### src/rtl/hyperbus_burst_fifo.sv
// Hyperbus burst bridge: command, TX and RX FIFOs around a single-clock burst engine.
// Define HBUS_BURST_TIMEOUT_EN to add the watchdog/ABORT path and the err pulse.
module hyperbus_burst_fifo #(
  parameter int FIFO_DATA_WIDTH = 32,
  parameter int HBUS_DATA_WIDTH = 16,
  parameter int HBUS_ADDR_WIDTH = 32,
  parameter int LEN_WIDTH       = 3,
  parameter int CMD_ASIZE       = 2,
  parameter int DATA_ASIZE      = 3,
  parameter int TIMEOUT_CYCLES  = 1024
) (
  input  logic                       clk,
  input  logic                       rst_n,
  input  logic                       cmd_valid,
  output logic                       cmd_ready,
  input  logic                       cmd_we,
  input  logic [HBUS_ADDR_WIDTH-1:0] cmd_adr,
  input  logic [LEN_WIDTH-1:0]       cmd_len,
  input  logic                       tx_valid,
  output logic                       tx_ready,
  input  logic [FIFO_DATA_WIDTH-1:0] tx_dat,
  output logic                       rx_valid,
  input  logic                       rx_ready,
  output logic [FIFO_DATA_WIDTH-1:0] rx_dat,
  output logic                       done,
  output logic                       done_we,
  output logic                       err,
  output logic [HBUS_ADDR_WIDTH-1:0] hbus_adr_o,
  output logic [HBUS_DATA_WIDTH-1:0] hbus_dat_o,
  input  logic [HBUS_DATA_WIDTH-1:0] hbus_dat_i,
  output logic                       hbus_rrq,
  output logic                       hbus_wrq,
  input  logic                       hbus_ready,
  input  logic                       hbus_valid,
  input  logic                       hbus_busy
);

  localparam int BEATS      = FIFO_DATA_WIDTH / HBUS_DATA_WIDTH;
  localparam int BW         = $clog2(BEATS + 1);
  localparam int CMD_DEPTH  = 1 << CMD_ASIZE;
  localparam int DATA_DEPTH = 1 << DATA_ASIZE;
  localparam int CMD_W      = 1 + HBUS_ADDR_WIDTH + LEN_WIDTH;

  localparam logic [CMD_ASIZE:0]  CMD_FULL  = (CMD_ASIZE + 1)'(CMD_DEPTH);
  localparam logic [CMD_ASIZE:0]  CMD_ONE   = (CMD_ASIZE + 1)'(1);
  localparam logic [DATA_ASIZE:0] DATA_FULL = (DATA_ASIZE + 1)'(DATA_DEPTH);
  localparam logic [DATA_ASIZE:0] DATA_ONE  = (DATA_ASIZE + 1)'(1);
  localparam logic [BW-1:0]       BEATS_V   = BW'(BEATS);
  localparam logic [BW-1:0]       BEAT_ONE  = BW'(1);
  localparam logic [LEN_WIDTH:0]  WORD_ONE  = (LEN_WIDTH + 1)'(1);

  // A misconfigured instance never accepts commands rather than corrupting data.
  localparam bit CFG_OK = (FIFO_DATA_WIDTH % HBUS_DATA_WIDTH == 0) &&
                          (DATA_ASIZE >= LEN_WIDTH) && (TIMEOUT_CYCLES > 0);

`ifdef HBUS_BURST_TIMEOUT_EN
  typedef enum logic [2:0] {S_IDLE, S_WRITE, S_READ, S_DONE, S_ABORT} state_t;
`else
  typedef enum logic [1:0] {S_IDLE, S_WRITE, S_READ, S_DONE} state_t;
`endif

  state_t state, next_state;

  logic [CMD_W-1:0]           cmd_mem [CMD_DEPTH];
  logic [CMD_ASIZE-1:0]       cmd_wp, cmd_rp;
  logic [CMD_ASIZE:0]         cmd_cnt;
  logic                       cmd_push, cmd_pop;
  logic                       head_we;
  logic [HBUS_ADDR_WIDTH-1:0] head_adr;
  logic [LEN_WIDTH-1:0]       head_len;

  logic [FIFO_DATA_WIDTH-1:0] tx_mem [DATA_DEPTH];
  logic [DATA_ASIZE-1:0]      tx_wp, tx_rp;
  logic [DATA_ASIZE:0]        tx_cnt;
  logic                       tx_push, tx_pop;

  logic [FIFO_DATA_WIDTH-1:0] rx_mem [DATA_DEPTH];
  logic [DATA_ASIZE-1:0]      rx_wp, rx_rp;
  logic [DATA_ASIZE:0]        rx_cnt, rx_free;
  logic                       rx_push, rx_pop;

  logic [DATA_ASIZE:0]        need_words;
  logic [FIFO_DATA_WIDTH-1:0] tx_shift, rx_shift, rx_next;
  logic [BW-1:0]              beat_cnt;
  logic [LEN_WIDTH:0]         word_cnt;
  logic [HBUS_ADDR_WIDTH-1:0] adr_q;
  logic                       cur_we;
  logic                       start_wr, start_rd, wr_beat, rd_beat, word_end, timeout;

  assign {head_we, head_adr, head_len} = cmd_mem[cmd_rp];
  assign need_words = (DATA_ASIZE + 1)'(head_len) + DATA_ONE;
  assign rx_free    = DATA_FULL - rx_cnt;
  assign rx_next    = (rx_shift << HBUS_DATA_WIDTH) | FIFO_DATA_WIDTH'(hbus_dat_i);

  assign cmd_ready = (cmd_cnt != CMD_FULL) && CFG_OK;
  assign tx_ready  = (tx_cnt != DATA_FULL);
  assign rx_valid  = (rx_cnt != '0);
  assign rx_dat    = rx_mem[rx_rp];
  assign cmd_push  = cmd_valid && cmd_ready;
  assign tx_push   = tx_valid && tx_ready;
  assign rx_pop    = rx_ready && rx_valid;

  assign hbus_wrq   = (state == S_WRITE);
  assign hbus_rrq   = (state == S_READ);
  assign hbus_adr_o = adr_q;
  assign hbus_dat_o = tx_shift[FIFO_DATA_WIDTH-1 -: HBUS_DATA_WIDTH];
  assign done       = (state == S_DONE);
  assign done_we    = (state == S_DONE) && cur_we;

  always_ff @(posedge clk) begin
    if (cmd_push) cmd_mem[cmd_wp] <= {cmd_we, cmd_adr, cmd_len};
    if (tx_push)  tx_mem[tx_wp]   <= tx_dat;
    if (rx_push)  rx_mem[rx_wp]   <= rx_next;
  end

  always_ff @(posedge clk or negedge rst_n) begin
    if (!rst_n) begin
      cmd_wp <= '0; cmd_rp <= '0; cmd_cnt <= '0;
      tx_wp  <= '0; tx_rp  <= '0; tx_cnt  <= '0;
      rx_wp  <= '0; rx_rp  <= '0; rx_cnt  <= '0;
    end else begin
      if (cmd_push) cmd_wp <= cmd_wp + CMD_ASIZE'(1);
      if (cmd_pop)  cmd_rp <= cmd_rp + CMD_ASIZE'(1);
      if (cmd_push && !cmd_pop)      cmd_cnt <= cmd_cnt + CMD_ONE;
      else if (!cmd_push && cmd_pop) cmd_cnt <= cmd_cnt - CMD_ONE;
      if (tx_push) tx_wp <= tx_wp + DATA_ASIZE'(1);
      if (tx_pop)  tx_rp <= tx_rp + DATA_ASIZE'(1);
      if (tx_push && !tx_pop)        tx_cnt <= tx_cnt + DATA_ONE;
      else if (!tx_push && tx_pop)   tx_cnt <= tx_cnt - DATA_ONE;
      if (rx_push) rx_wp <= rx_wp + DATA_ASIZE'(1);
      if (rx_pop)  rx_rp <= rx_rp + DATA_ASIZE'(1);
      if (rx_push && !rx_pop)        rx_cnt <= rx_cnt + DATA_ONE;
      else if (!rx_push && rx_pop)   rx_cnt <= rx_cnt - DATA_ONE;
    end
  end

`ifdef HBUS_BURST_TIMEOUT_EN
  localparam int WD_W = $clog2(TIMEOUT_CYCLES + 1);
  localparam logic [WD_W-1:0] WD_LAST = WD_W'(TIMEOUT_CYCLES - 1);
  logic [WD_W-1:0] wd_cnt;
  logic            err_q;

  assign timeout = ((state == S_WRITE && !hbus_ready) || (state == S_READ && !hbus_valid)) &&
                   (wd_cnt == WD_LAST);
  assign err = err_q;

  always_ff @(posedge clk or negedge rst_n) begin
    if (!rst_n) begin
      wd_cnt <= '0;
      err_q  <= 1'b0;
    end else begin
      err_q <= timeout;
      if (start_wr || start_rd || wr_beat || rd_beat) wd_cnt <= '0;
      else if (state == S_WRITE || state == S_READ)   wd_cnt <= wd_cnt + WD_W'(1);
    end
  end
`else
  assign timeout = 1'b0;
  assign err     = 1'b0;
`endif

  always_ff @(posedge clk or negedge rst_n) begin
    if (!rst_n) state <= S_IDLE;
    else        state <= next_state;
  end

  // The head command only launches once its whole burst fits, so the bus side never stalls on us.
  always_comb begin
    next_state = state;
    cmd_pop    = 1'b0;
    tx_pop     = 1'b0;
    rx_push    = 1'b0;
    start_wr   = 1'b0;
    start_rd   = 1'b0;
    wr_beat    = 1'b0;
    rd_beat    = 1'b0;
    word_end   = 1'b0;
    unique case (state)
      S_IDLE: begin
        if (cmd_cnt != '0 && !hbus_busy) begin
          if (head_we && tx_cnt >= need_words) begin
            next_state = S_WRITE;
            cmd_pop    = 1'b1;
            start_wr   = 1'b1;
          end else if (!head_we && rx_free >= need_words) begin
            next_state = S_READ;
            cmd_pop    = 1'b1;
            start_rd   = 1'b1;
          end
        end
      end
      S_WRITE: begin
        if (hbus_ready) begin
          wr_beat = 1'b1;
          if (beat_cnt == BEAT_ONE) begin
            word_end = 1'b1;
            tx_pop   = 1'b1;
            if (word_cnt == '0) next_state = S_DONE;
          end
        end
`ifdef HBUS_BURST_TIMEOUT_EN
        if (timeout) next_state = S_ABORT;
`endif
      end
      S_READ: begin
        if (hbus_valid) begin
          rd_beat = 1'b1;
          if (beat_cnt == BEAT_ONE) begin
            word_end = 1'b1;
            rx_push  = 1'b1;
            if (word_cnt == '0) next_state = S_DONE;
          end
        end
`ifdef HBUS_BURST_TIMEOUT_EN
        if (timeout) next_state = S_ABORT;
`endif
      end
      S_DONE: next_state = S_IDLE;
`ifdef HBUS_BURST_TIMEOUT_EN
      S_ABORT: begin
        if (cur_we) begin
          tx_pop = 1'b1;
          if (word_cnt == '0) next_state = S_DONE;
        end else begin
          next_state = S_DONE;
        end
      end
`endif
      default: next_state = S_IDLE;
    endcase
  end

  // The current TX word stays at the FIFO head until its last beat, so the next word sits at rd+1.
  always_ff @(posedge clk or negedge rst_n) begin
    if (!rst_n) begin
      adr_q    <= '0;
      tx_shift <= '0;
      rx_shift <= '0;
      beat_cnt <= '0;
      word_cnt <= '0;
      cur_we   <= 1'b0;
    end else if (start_wr || start_rd) begin
      adr_q    <= head_adr;
      beat_cnt <= BEATS_V;
      word_cnt <= (LEN_WIDTH + 1)'(head_len);
      cur_we   <= start_wr;
      if (start_wr) tx_shift <= tx_mem[tx_rp];
      else          rx_shift <= '0;
    end else if (wr_beat || rd_beat) begin
      if (rd_beat) rx_shift <= rx_next;
      if (word_end) begin
        beat_cnt <= BEATS_V;
        if (word_cnt != '0) begin
          word_cnt <= word_cnt - WORD_ONE;
          if (wr_beat) tx_shift <= tx_mem[tx_rp + DATA_ASIZE'(1)];
        end else if (wr_beat) begin
          tx_shift <= tx_shift << HBUS_DATA_WIDTH;
        end
      end else begin
        beat_cnt <= beat_cnt - BEAT_ONE;
        if (wr_beat) tx_shift <= tx_shift << HBUS_DATA_WIDTH;
      end
    end else if (tx_pop && word_cnt != '0) begin
      word_cnt <= word_cnt - WORD_ONE;
    end
  end

endmodule

### config.mk
export PLATFORM = sky130hd
export DESIGN_NAME = hyperbus_burst_fifo
export DESIGN_NICKNAME = d
export VERILOG_FILES = /design/src/rtl/hyperbus_burst_fifo.sv
export SDC_FILE = /design/constraint.sdc
export NUM_CORES = 1
export LEC_CHECK = 0
export ABC_AREA = 1
export CAP_MARGIN = 0
export CELL_PAD_IN_SITES_DETAIL_PLACEMENT = 0
export CELL_PAD_IN_SITES_GLOBAL_PLACEMENT = 1
export CORE_MARGIN = 2
export CORE_UTILIZATION = 50
export CTS_CLUSTER_DIAMETER = 150
export CTS_CLUSTER_SIZE = 28
export DETAILED_ROUTE_END_ITERATION = 7
export DONT_BUFFER_PORTS = 1
export PLACE_DENSITY_LB_ADDON = 0.1
export REMOVE_ABC_BUFFERS = 1
export SETUP_SLACK_MARGIN = 0.02
export SYNTH_ARGS = -nofsm -noshare
export SYNTH_HDL_FRONTEND = slang
export SYNTH_SLANG_ARGS = --single-unit
export TNS_END_PERCENT = 5
### constraint.sdc
create_clock -name clk -period 6.35 [get_ports clk]
set_input_delay 0.9525 -clock clk [delete_from_list [all_inputs] [get_ports clk]]
set_output_delay 0.9525 -clock clk [all_outputs]
set_load 0.005 [all_outputs]
==> results of run 1 <==
[critical path, cell delays in order (launching register included)]
cell,delay [ns]
dfrtp_2,0.38
buf_4,0.60
nand2_1,0.15
nand2_1,0.11
nand2_1,0.05
nand2_1,0.11
ha_1,0.23
inv_1,0.08
ha_1,0.22
o21ai_0,0.11
nand2_1,0.07
nand2_1,0.06
nand3_1,0.07
nand2_1,0.07
nand2_2,0.09
nand3_2,0.09
nand2_1,0.06
nand2_2,0.65
ha_1,0.28
inv_1,0.08
fa_1,0.38
a21oi_1,0.15
o21ai_0,0.12
xnor2_1,0.14
[cell type report]
cell class	count	area [um2]
fill	5733	31800
sequential	772	22600
multi-input combinational	2026	10000
tap	873	1090
clock buffer	56	870
inverter	133	505
timing repair buffer	46	390
clock inverter	2	36.3
[report_power, final]
| part | internal [mW] | switching [mW] | total [mW] |
|---|---|---|---|
| Combinational | 2.10 | 5.03 | 7.13 |
| Clock | 0.948 | 1.50 | 2.45 |
| Sequential | 6.42 | 0.590 | 7.01 |
[repair_timing]
| item | in CTS | in global routing |
|---|---|---|
| buffers inserted | 0 | 0 |
| gates resized for setup | 0 | 0 |
| hold buffers | 1 | 0 |
| endpoints found under the hold margin | 116 | 0 |
[flip-flops by register name (all words and copies together), names as in the netlist, 2 cells and up]
signal	flops
word_cnt	4
rx_mem	256
rx_rp	3
cmd_mem	144
hbus_adr_o	32
tx_mem	256
tx_shift	32
beat_cnt	2
cmd_wp	2
tx_wp	3
rx_wp	3
tx_cnt	4
state	2
tx_rp	3
rx_shift	16
cmd_rp	2
rx_cnt	4
cmd_cnt	3
[per-stage QoR]
step | setup WS, ns | area [um2] | total power [mW]
detailed placement | 1.85 | 34600 | 14.2
finish | 1.87 | 35500 | 16.6
global placement | 1.93 | 34600 | 14.0
global route | 1.39 | 35500 | 17.8
CTS | 1.82 | 35500 | 16.7
floorplan | -4.56 | 32900 | 11.8
[routing by layer]
metal	up-vias	wire length (um)	track usage
met5	-	0	0
met4	0	1820	0.0603
met3	118	6840	0.0448
met2	818	40500	0.396
met1	11315	36800	0.332
li1	10794	-	-
[how the worst max path moves through the flow]
stage | startpoint | to | slack, ns | depth (start not counted)
after floorplan | tx_rp[0] | tx_shift[16] | -4.56 | 9
after global placement | cmd_rp[0] | cmd_cnt[2] | 1.93 | 23
after detailed placement | cmd_rp[1] | tx_shift[20] | 1.85 | 20
after CTS | cmd_rp[1] | tx_shift[2] | 1.82 | 20
after global routing | cmd_rp[0] | tx_shift[19] | 1.39 | 21
final | cmd_rp[0] | cmd_cnt[2] | 1.87 | 23
[Yosys cell counts, drive strengths merged]
| master | n |
|---|---|
| edfxtp | 656 |
| nor2 | 374 |
| clkinv | 2 |
| ha | 27 |
| o211ai | 48 |
| o21bai | 1 |
| o22ai | 66 |
| a221oi | 1 |
| o2111ai | 1 |
| xor2 | 12 |
| nor4 | 1 |
| a21oi | 105 |
| o221ai | 15 |
| a31oi | 32 |
| nor3 | 1 |
| a221o | 15 |
| dfrtp | 116 |
| a211oi | 2 |
| or2 | 2 |
| nand3b | 17 |
| nand3 | 309 |
| buf | 97 |
| fa | 3 |
| nand4 | 19 |
| clkbuf | 136 |
| nand2 | 612 |
| mux2i | 2 |
| xnor2 | 9 |
| inv | 131 |
| o21ai | 350 |
| a21boi | 1 |
| conb | 1 |
[cell families (layout without fill, tap and decap cells)]
group / count (synthesis) / count (layout) / synth area share
simple gates: 1335 / 1335 / 0.164
flops: 772 / 772 / 0.664
compound gates: 637 / 637 / 0.107
buf+inv: 366 / 237 / 0.0470
fa+ha+maj: 30 / 30 / 0.0117
xor+xnor: 21 / 21 / 0.00562
mux: 2 / 2 / 0.000588
other cells: 1 / 1 / 0.000110
[cells in the final DEF, fill, tap and decap left out, types with 2 or more instances in the layout]
master and n:
a211oi_1 2, a21oi_1 105, a221o_1 15, a31oi_1 32, buf_12 2, buf_4 43, clkbuf_1 25, clkbuf_16 31
dfrtp_1 110, dfrtp_2 4, dfrtp_4 2, edfxtp_1 656, fa_1 3, ha_1 26, inv_1 121, inv_2 9
mux2i_1 2, nand2_1 606, nand2_2 5, nand3_1 305, nand3_2 3, nand3b_1 17, nand4_1 18, nor2_1 351
nor2_2 2, nor2_4 21, o211ai_1 48, o21ai_0 339, o21ai_1 2, o21ai_2 9, o221ai_1 15, o22ai_1 66
or2_2 2, xnor2_1 8, xor2_1 12
==> results.sh, run 1 <==
export IMPL_status="completed"
export IMPL_slew_violations=0
export IMPL_wl_mm=86.1
export IMPL_placed_cells=3849
export IMPL_grt_max_degree=231
export IMPL_drcViolationCount=0
export IMPL_die_height_um=265
export IMPL_end_kind="register"
export IMPL_whs_ns=0.253
export IMPL_cts_root_buffer="clkbuf_16"
export IMPL_io_pins=180
export IMPL_final_cells=3908
export IMPL_die_area_um2=70200
export IMPL_synth_area_um2=34000
export IMPL_synth_top_area_share=0.579
export IMPL_rr_worst_depth=23
export IMPL_tritoncts="built"
export IMPL_htreeDepth=1
export IMPL_setup_violations_final=0
export IMPL_clock_skew_ns=0.0220
export IMPL_numCtsBuffers=31
export IMPL_layout_drive_gt1_share=0.0478
export IMPL_grt_pass1_wl_mm=130
export IMPL_cp_start_kind="register"
export IMPL_syn_mean_instance_area_um2=10.8
export IMPL_firstDrtPassIters=8
export IMPL_crit_type="register to register"
export IMPL_reg2reg_to="cmd_cnt[2]"
export IMPL_final_util=0.528
export IMPL_routabilityCongestion=0.769
export IMPL_core_rowCount=95
export IMPL_tightest_slew_ns=1.14
export IMPL_reg2reg_slack_ns=1.87
export IMPL_vias_per_cell=5.90
export IMPL_ys_seq_elements=772
export IMPL_start_util=0.506
export IMPL_rsz0062_at_grt="false"
export IMPL_crit_arrival_ns=5.02
export IMPL_required_ns=6.89
export IMPL_grt_pass1_vias=22242
export IMPL_yosysWarnings=0
export IMPL_tns_ns=0
export IMPL_post_route_period_util=0.705
export IMPL_drt_antenna_violating_nets=0
export IMPL_synth_seq_area_share=0.664
export IMPL_netlist_cell_type_count=46
export IMPL_min_path_type="primary input to asynchronous set/reset pin"
export IMPL_core_area_um2=67300
export IMPL_max_clock_freq_mhz=223
export IMPL_wl_per_cell_um=22.0
export IMPL_clockBufferDepth=3
export IMPL_overflow=0
export IMPL_slew_headroom=0.237
export IMPL_report_final_hold_viol_count=0
export IMPL_cts_sinks=772
export IMPL_fp_dieW_um=265
export IMPL_cts_clk_slew_worst_paths_ns=0.11
export IMPL_finalNetCount=3132
export IMPL_synthTopCellsByArea="edfxtp_1, dfrtp_1, nand2_1"
export IMPL_drt_iter0_markers=2426
export IMPL_crit_path_max_fanout=73
export IMPL_area_growth_pct=4.34
export IMPL_vias=23045
export IMPL_grt_usage=0.241
export IMPL_numPortBuffers=0
export IMPL_r2r_start="cmd_rp[0]"
export IMPL_syn_inst=3164
export IMPL_finalCriticalPeriod_ns=4.48
export IMPL_antenna_found_initial=0
export IMPL_max_cap_violations=0
export IMPL_dp_hpwl_mm=47.9
export IMPL_clk_insertion_delay_late_ns=0.66
export IMPL_yosysTopAreaCell="edfxtp_1"
export IMPL_p_leak_nw=12.8
export IMPL_diodes=0
export IMPL_peakVddDrop_uv=469
export IMPL_power_density_nw_per_um2=467
No activity file was read; power rests on OpenSTA's default activity.
==> run 2, diff against run 1 <==
==> constraint.sdc (replaced) <==
create_clock -name clk -period 4.3 [get_ports clk]
set_input_delay 0.645 -clock clk [delete_from_list [all_inputs] [get_ports clk]]
set_output_delay 0.645 -clock clk [all_outputs]
set_load 0.005 [all_outputs]
==> results.sh, run 2 (same netlist as run 1, synthesis figures left out) <==
export IMPL_finalCriticalPeriod_ns=3.78
export IMPL_numCtsBuffers=31
export IMPL_p_total_mw=24.7
export IMPL_grt_busiest_layer="met2"
export IMPL_post_route_period_util=0.879
export IMPL_layout_drive_gt1_share=0.0543
export IMPL_max_cap_violations=0
export IMPL_crit_path_max_fanout=86
export IMPL_firstDrtPassIters=6
export IMPL_routabilityCongestion=0.758
export IMPL_slew_headroom=0.241
export IMPL_min_path_type="primary input to register"
export IMPL_cts_clk_slew_worst_paths_ns=0.12
export IMPL_drt_antenna_violating_nets=0
export IMPL_die_area_um2=70200
export IMPL_grt_usage=0.246
export IMPL_wl_mm=87.5
export IMPL_diodes=0
export IMPL_internal_power_mw=14.1
export IMPL_htreeDepth=1
export IMPL_mostFrequentLayoutCells="edfxtp_1, nand2_1, nor2_1"
export IMPL_clockPowerShare=0.147
export IMPL_grt_pass1_wl_mm=133
export IMPL_vias_per_cell=5.91
export IMPL_whs_path_depth=0
export IMPL_met3_usage=0.0336
export IMPL_clock_skew_ns=0.0240
export IMPL_post_cts_resized=0
export IMPL_io_pins=180
export IMPL_rr_worst_depth=23
export IMPL_max_clock_freq_mhz=265
export IMPL_numPortBuffers=0
export IMPL_cp_start_kind="register"
export IMPL_core_rowCount=95
export IMPL_overflow=0
export IMPL_p_sw_frac=0.429
export IMPL_peakVddDrop_uv=803
export IMPL_vias=23239
export IMPL_end_kind="primary output"
export IMPL_reg_top3="rx_mem x256, tx_mem x256, cmd_mem x144"
export IMPL_cts_sinks=772
export IMPL_power_density_nw_per_um2=690
export IMPL_grt_met2_usage=0.410
export IMPL_clk_insertion_delay_late_ns=0.66
export IMPL_clockBufferDepth=3
export IMPL_grt_pass1_vias=22351
export IMPL_rsz0062_at_grt="false"
export IMPL_fp_dieW_um=265
export IMPL_layout_cells_most_common="edfxtp_1"
export IMPL_slew_violations=0
export IMPL_drcViolationCount=0
export IMPL_area_growth_pct=4.96
export IMPL_fillers=5767
export IMPL_comb_power_share=0.431
export IMPL_antenna_found_initial=1
export IMPL_tightest_slew_ns=1.14
export IMPL_start_util=0.506
export IMPL_switchingPower_mw=10.6
export IMPL_met1_usage=0.348
export IMPL_report_final_hold_viol_count=0
export IMPL_crit_type="register to primary output"
export IMPL_whs_ns=0.0675
export IMPL_crit_arrival_ns=3.13
export IMPL_cts_root_buffer="clkbuf_16"
export IMPL_drt_iter0_markers=2123
export IMPL_finalNetCount=3155
export IMPL_tritoncts="built"
export IMPL_grt_max_degree=123
export IMPL_cts_setup_buffers=0
export IMPL_seq_power_share=0.422
export IMPL_core_area_um2=67300
export IMPL_status="completed"
export IMPL_setup_violations_final=0
export IMPL_required_ns=3.65
export IMPL_wl_per_cell_um=22.3
export IMPL_dp_hpwl_mm=50.0
export IMPL_die_height_um=265
export IMPL_p_leak_nw=12.9
[run 2: critical path, stage by stage, from the launching register on]
cell and delay, ns:
dfrtp_4 0.77, buf_4 0.80, o21ai_0 0.22, o22ai_1 0.21
nor2_1 0.06, a31oi_1 0.34
[run 2: what timing repair did]
item	in CTS	in global routing
hold endpoints to repair	116	0
setup endpoints to repair	0	0
hold buffers	2	0
[run 2: final timing paths]
path,startpoint,to,slack [ns]
min in group asynchronous,rst_n,hbus_adr_o[4],0.57
max in group asynchronous,rst_n,rx_rp[0],3.08
max,rx_rp[0],rx_dat[17],0.52
min reg2reg,hbus_adr_o[10],hbus_adr_o[10],0.51
max reg2reg,cmd_rp[0],tx_shift[10],0.56
min,cmd_len[0],cmd_mem[2][0],0.07
[run 2: power by group through the flow]
stage               Sequential, mW  Clock, mW  Combinational, mW
floorplan                     10.7          0               6.78
global placement              10.5          0               10.3
detailed placement            10.6          0               10.6
CTS                           10.4       3.72               10.7
global route                  10.5       3.97               11.9
finish                        10.4       3.63               10.6
[run 2: metrics by stage]
stage / cell area, um2 / TNS (ns) / cells / util / setup slack (ns)
6_report: 35700 / 0 / 3931 / 0.531 / 0.521
5_1_grt: 35700 / 0 / 3931 / 0.531 / 0.123
4_1_cts: 35700 / 0 / 3931 / 0.531 / 0.465
3_5_place_dp: 34800 / 0 / 3871 / 0.517 / 0.584
3_3_place_gp: 34800 / 0 / 3871 / 0.517 / 0.646
2_1_floorplan: 32900 / -273.41 / 2931 / - / -6.61
[run 2: layer usage]
metal  vias to the layer above  wire length, um
met2                       720            42300
met5                         -                0
met1                     11571            37900
met4                         0             1400
met3                       105             5880
li1                      10843                -
[run 2: area by class of cell]
class                      instances  area (um2)  area share
tap                              873        1090      0.0306
sequential                       772       22600       0.633
timing repair buffer              69         603      0.0169
inverter                         133         505      0.0141
clock inverter                     2        36.3     0.00102
multi-input combinational       2026       10000       0.280
clock buffer                      56         870      0.0243
